## config.mk

```make
export PLATFORM = sky130hd
export DESIGN_NAME = led_mode_sequencer
export DESIGN_NICKNAME = d
export VERILOG_FILES = /design/src/rtl/led_mode_sequencer.sv
export SDC_FILE = /design/constraint.sdc
export NUM_CORES = 1
export LEC_CHECK = 0
export CAP_MARGIN = 0
export CORE_MARGIN = 8
export CORE_UTILIZATION = 30
export CTS_BUF_LIST = sky130_fd_sc_hd__clkbuf_4 sky130_fd_sc_hd__clkbuf_8
export CTS_CLUSTER_SIZE = 40
export DETAILED_ROUTE_END_ITERATION = 12
export GPL_ROUTABILITY_DRIVEN = 0
export PLACE_DENSITY = 0.47
export RECOVER_POWER = 25
export SYNTH_ARGS = -nofsm -noshare
export SYNTH_HDL_FRONTEND = slang
export SYNTH_SLANG_ARGS = --single-unit
```

## constraint.sdc

```tcl
create_clock -name clk -period 3.8 [get_ports clk]
set_clock_uncertainty 0.1 [all_clocks]
set_input_delay 0.95 -clock clk [delete_from_list [all_inputs] [get_ports clk]]
set_output_delay 0.95 -clock clk [all_outputs]
set_load 0.05 [all_outputs]
```

## src/rtl/led_mode_sequencer.sv

```systemverilog
// Four-pattern running-light controller for an 8-LED display.
// Patterns advance on divider ticks; the mode changes on a button edge or after PASSES passes.
module led_mode_sequencer #(
  parameter int unsigned PASSES = 2
) (
  input  logic       clk,
  input  logic       reset,
  input  logic       tick,
  input  logic       mode_btn,
  input  logic       auto_en,
  output logic [7:0] led,
  output logic [1:0] mode,
  output logic       pass_done
);

  typedef enum logic [1:0] {
    ModeL2r  = 2'd0,
    ModeR2l  = 2'd1,
    ModePing = 2'd2,
    ModeFill = 2'd3
  } mode_e;

  localparam logic [3:0] PassesW = 4'(PASSES);

  mode_e      r_mode, w_mode_d;
  logic [7:0] r_led, w_led_d;
  logic       r_dir, w_dir_d;  // ping-pong: 0 = shifting right (down), 1 = shifting left (up)
  logic [3:0] r_cnt, w_cnt_d;
  logic       r_btn;
  logic       r_pass_done, w_pass_done_d;

  logic       w_btn_edge;
  logic [7:0] w_step_led;
  logic       w_step_dir;
  logic       w_wrap;
  logic [3:0] w_cnt_inc;
  logic       w_auto_adv;
  mode_e      w_next_mode;
  logic [7:0] w_start_led;

  assign w_btn_edge  = mode_btn & ~r_btn;
  assign w_next_mode = mode_e'(r_mode + 2'd1);
  assign w_cnt_inc   = (r_cnt == 4'hF) ? r_cnt : r_cnt + 4'd1;
  assign w_auto_adv  = auto_en && (w_cnt_inc >= PassesW);

  always_comb begin
    w_start_led = 8'h80;
    unique case (w_next_mode)
      ModeL2r:  w_start_led = 8'h80;
      ModeR2l:  w_start_led = 8'h01;
      ModePing: w_start_led = 8'h80;
      ModeFill: w_start_led = 8'h00;
      default:  w_start_led = 8'h80;
    endcase
  end

  // One pattern step from the current LED value; w_wrap marks the pass-completing step.
  always_comb begin
    w_step_led = r_led;
    w_step_dir = r_dir;
    w_wrap     = 1'b0;
    unique case (r_mode)
      ModeL2r: begin
        w_wrap     = (r_led == 8'h01);
        w_step_led = w_wrap ? 8'h80 : (r_led >> 1);
      end
      ModeR2l: begin
        w_wrap     = (r_led == 8'h80);
        w_step_led = w_wrap ? 8'h01 : (r_led << 1);
      end
      ModePing: begin
        if (!r_dir) begin
          if (r_led == 8'h01) begin
            w_step_led = 8'h02;
            w_step_dir = 1'b1;
          end else begin
            w_step_led = r_led >> 1;
          end
        end else begin
          w_wrap = (r_led == 8'h40);
          if (r_led == 8'h80) begin
            w_step_led = 8'h40;
            w_step_dir = 1'b0;
          end else begin
            w_step_led = r_led << 1;
          end
        end
      end
      ModeFill: begin
        w_wrap     = (r_led == 8'hFF);
        w_step_led = w_wrap ? 8'h00 : {1'b1, r_led[7:1]};
      end
      default: ;
    endcase
  end

  always_comb begin
    w_mode_d      = r_mode;
    w_led_d       = r_led;
    w_dir_d       = r_dir;
    w_cnt_d       = r_cnt;
    w_pass_done_d = 1'b0;
    if (w_btn_edge) begin
      // A button edge discards any coincident tick.
      w_mode_d = w_next_mode;
      w_led_d  = w_start_led;
      w_dir_d  = 1'b0;
      w_cnt_d  = 4'd0;
    end else if (tick) begin
      if (w_wrap) begin
        w_pass_done_d = 1'b1;
        w_cnt_d       = w_cnt_inc;
      end
      if (w_wrap && w_auto_adv) begin
        w_mode_d = w_next_mode;
        w_led_d  = w_start_led;
        w_dir_d  = 1'b0;
        w_cnt_d  = 4'd0;
      end else begin
        w_led_d = w_step_led;
        w_dir_d = w_step_dir;
      end
    end
  end

  always_ff @(posedge clk or negedge reset) begin
    if (!reset) begin
      r_mode      <= ModeL2r;
      r_led       <= 8'h80;
      r_dir       <= 1'b0;
      r_cnt       <= 4'd0;
      r_btn       <= 1'b1;
      r_pass_done <= 1'b0;
    end else begin
      r_mode      <= w_mode_d;
      r_led       <= w_led_d;
      r_dir       <= w_dir_d;
      r_cnt       <= w_cnt_d;
      r_btn       <= mode_btn;
      r_pass_done <= w_pass_done_d;
    end
  end

  assign led       = r_led;
  assign mode      = r_mode;
  assign pass_done = r_pass_done;

endmodule

```

==> summary.md <==
| Metric | Value |
|---|---|
| Post-synth EDFFs | `0` |
| CTS resizes | `0` |
| Slew Viols, Final | `0` |
| Final-layout fill cell count | `369` |
| Commonest cells post-synth | `nand2_1 (16), dfrtp_1 (15), nor2_1 (13)` |
| Share of layout cells above drive strength 1 | `9.66%` |
| Ranking of synthesized cells by area | `dfrtp_1 (32%), ha_1 (6.4%), nand2_1 (5.1%), dfstp_2 (4.5%), nor2_1 (4.2%)` |
| Worst Path Required | `3.88 ns` |
| Leak | `roughly 0.56 nW` |
| Tcrit/Tclk final | `between 70% and 80%` |
| Die area | `between 6000 and 7000 sq um` |
| H-tree depth | `1` |
| Rows | `22` |
| FF+latch count, synth | `17` |
| DR pass1 iterations | `4` |
| Relative slew slack | `45.7%` |
| Syn Area/Cell | `between 9 and 10 sq um` |
| Endpoints failing setup | `0` |
| Setup Crit Path Kind | `input pin to flop` |
| Routed len/inst | `between 15 and 20 microns` |
| Clock Tree Buf Depth | `2` |
| Final hold violation count | `0` |
| Max Freq | `roughly 0.35 GHz` |
| Die Y-Extent | `between 70 and 80 microns` |
| Status | `finished, final reports clean` |
| PwrDens | `between 600 and 700 nW/um^2` |
| Via count | `between 1000 and 1500` |
| CTS Sinks | `17` |
| Core footprint | `around 3700 sq um` |
| Reg2Reg Setup Slack | `1.12 ns` |
| Overflow after GRT | `0` |
| Setup TNS | `0 ns` |
| Port bufs | `15` |
| Post-CTS Setup Bufs | `0` |
| Mapped cell area | `1170 sq um` |
| Total track usage | `roughly a tenth` |
| Yosys cell types | `45` |
| Minimum clock period | `2.82 ns` |
| IR Drop Worst-Case VDD | `~230 uV` |
| Num CTS Buffers | `3` |
| Most common cell in the netlist | `nand2_1` |
| Vias/cell | `approximately 5.4` |
| Synth Instances | `between 100 and 150` |
| Synth warnings | `0` |
| Seq/Total Area, Yosys | `36.6%` |
| Cell taking the most area after synthesis | `dfrtp_1` |
| Hold WS | `roughly 0.46 ns` |
| Max-Cap Viols | `0` |
| Clock-pin slew on the worst setup and hold paths | `~0.07 ns` |
| Post-synth ARST share | `100%` |
| Tightest Pin Transition | `0.812 ns` |
| Clock Latency Late Sink | `roughly 0.25 ns` |
| Top FF cell, synth | `dfrtp_1` |
| Total Power | `about 0.95 mW` |
| Io pins | `16` |
| CP max FO | `11` |
| Worst EP arrival | `between 2 and 3 ns` |
| DPL Wire Length | `2220 microns` |
| First-pass GRT wire length | `~5000 microns` |
| Capturing element type of the critical path | `flop` |
| CP Launch Type | `input pin` |
| Die Width | `between 70 and 80 microns` |
| Antenna violations before repair | `0` |
| Area growth from synthesis to layout | `21.4%` |
| Top cell type's share of synthesized area | `about a third` |
| Clock root buffer | `clkbuf_8` |
| RSZ-0062 raised after global routing | `false` |
| Initial core utilization | `a little under a third` |
| Vias in the first global route | `1030` |
| Hold Path Class | `flop to flop` |
| Final net count | `around 160` |
| # DRC | `0` |
| Hold buffer count at cts | `0` |
| Synth Net Count | `139` |
| Final ANT Viol Nets | `0` |
| Final wirelength | `slightly below 3000 microns` |
| Final Util | `38.2%` |
| First DRT Iteration DRCs | `56` |
| # diodes | `0` |
| CTS tree | `done` |
| Pin count of the biggest net entering global routing | `18` |
-- cells in the final DEF, fill, tap and decap left out, types with 2 or more instances in the layout --
cell type         n
a22oi_1           6
ha_1              6
o21ai_0           8
nand2_1          16
nand3_1           4
o31ai_1           2
o21bai_1          2
dfstp_2           2
dfrtp_1          15
clkdlybuf4s50_1  13
o221ai_1          2
nor2_1           13
dlygate4sd3_1     2
clkbuf_8          3
nor3_1            2
nand4_1           3
inv_1             5
nor3b_1           3
nor2b_1           3
a21oi_1           7
a221oi_1          2
-- flip-flops by register name, summed over array words and instances (netlist names) --
register,flops
led,8
r_cnt,4
mode,2
pass_done,1
r_btn,1
r_dir,1
-- logic make-up (layout without fill, tap and decap cells) --
| group | count (synthesis) | in the layout | synth area share (%) |
|---|---|---|---|
| AOI/OAI and AO/OA | 40 | 40 | 25.1 |
| xor gates and xnor gates | 1 | 1 | 0.750 |
| adders and majority gates | 6 | 6 | 6.42 |
| buffers and inverters | 8 | 25 | 3.00 |
| DFF | 17 | 17 | 36.6 |
| muxes | 1 | 1 | 0.964 |
| and+or+nand+nor | 55 | 55 | 27.2 |
-- area by class of cell --
type	count	area, sq um	area share [%]
clock buffer	4	48.8	3.44
sequential	17	428	30.2
timing repair buffer	16	158	11.1
tap	48	60.1	4.23
inverter	5	18.8	1.32
multi-input combinational	103	706	49.7
-- layer usage --
layer,global-route usage (%),share of wire [%]
met1,10.9,44
met2,17.7,50
met3,3.19,5.5
met4,2.78,0.57
met5,0,0
-- final timing paths --
kind	startpoint	to	cells after the start
setup / recovery	mode_btn	r_dir$_DFFE_PN0P_	7
hold / removal	r_cnt[1]$_DFFE_PN0P_	r_cnt[1]$_DFFE_PN0P_	1
setup reg to reg	mode[0]$_DFFE_PN0P_	led[7]$_DFFE_PN1P_	7
hold reg to reg	r_cnt[1]$_DFFE_PN0P_	r_cnt[1]$_DFFE_PN0P_	1
max in group asynchronous	reset	mode[1]$_DFFE_PN0P_	1
min in group asynchronous	reset	led[5]$_DFFE_PN0P_	1
-- worst max-delay path: stages --
cell	delay, ns
dlygate4sd3_1	0.57
nor2b_1	0.14
buf_4	0.18
nor2_1	0.15
or4b_2	0.67
nor3_1	0.14
o21bai_1	0.12
-- where the power goes --
group | switching, mW | internal, mW
combinational | 0.321 | 0.180
clock | 0.0642 | 0.0816
sequential | 0.0727 | 0.226
total | 0.458 | 0.488
-- metrics by stage --
stage / area, sq um / std cells / setup WS (ns)
after floorplan: 1170 / 128 / 1.08
after global placement: 1370 / 189 / 0.838
after detailed placement: 1370 / 189 / 0.785
after CTS: 1420 / 193 / 1.04
after global routing: 1420 / 193 / 0.840
final: 1420 / 193 / 0.977
No activity file was read; power rests on OpenSTA's default activity.
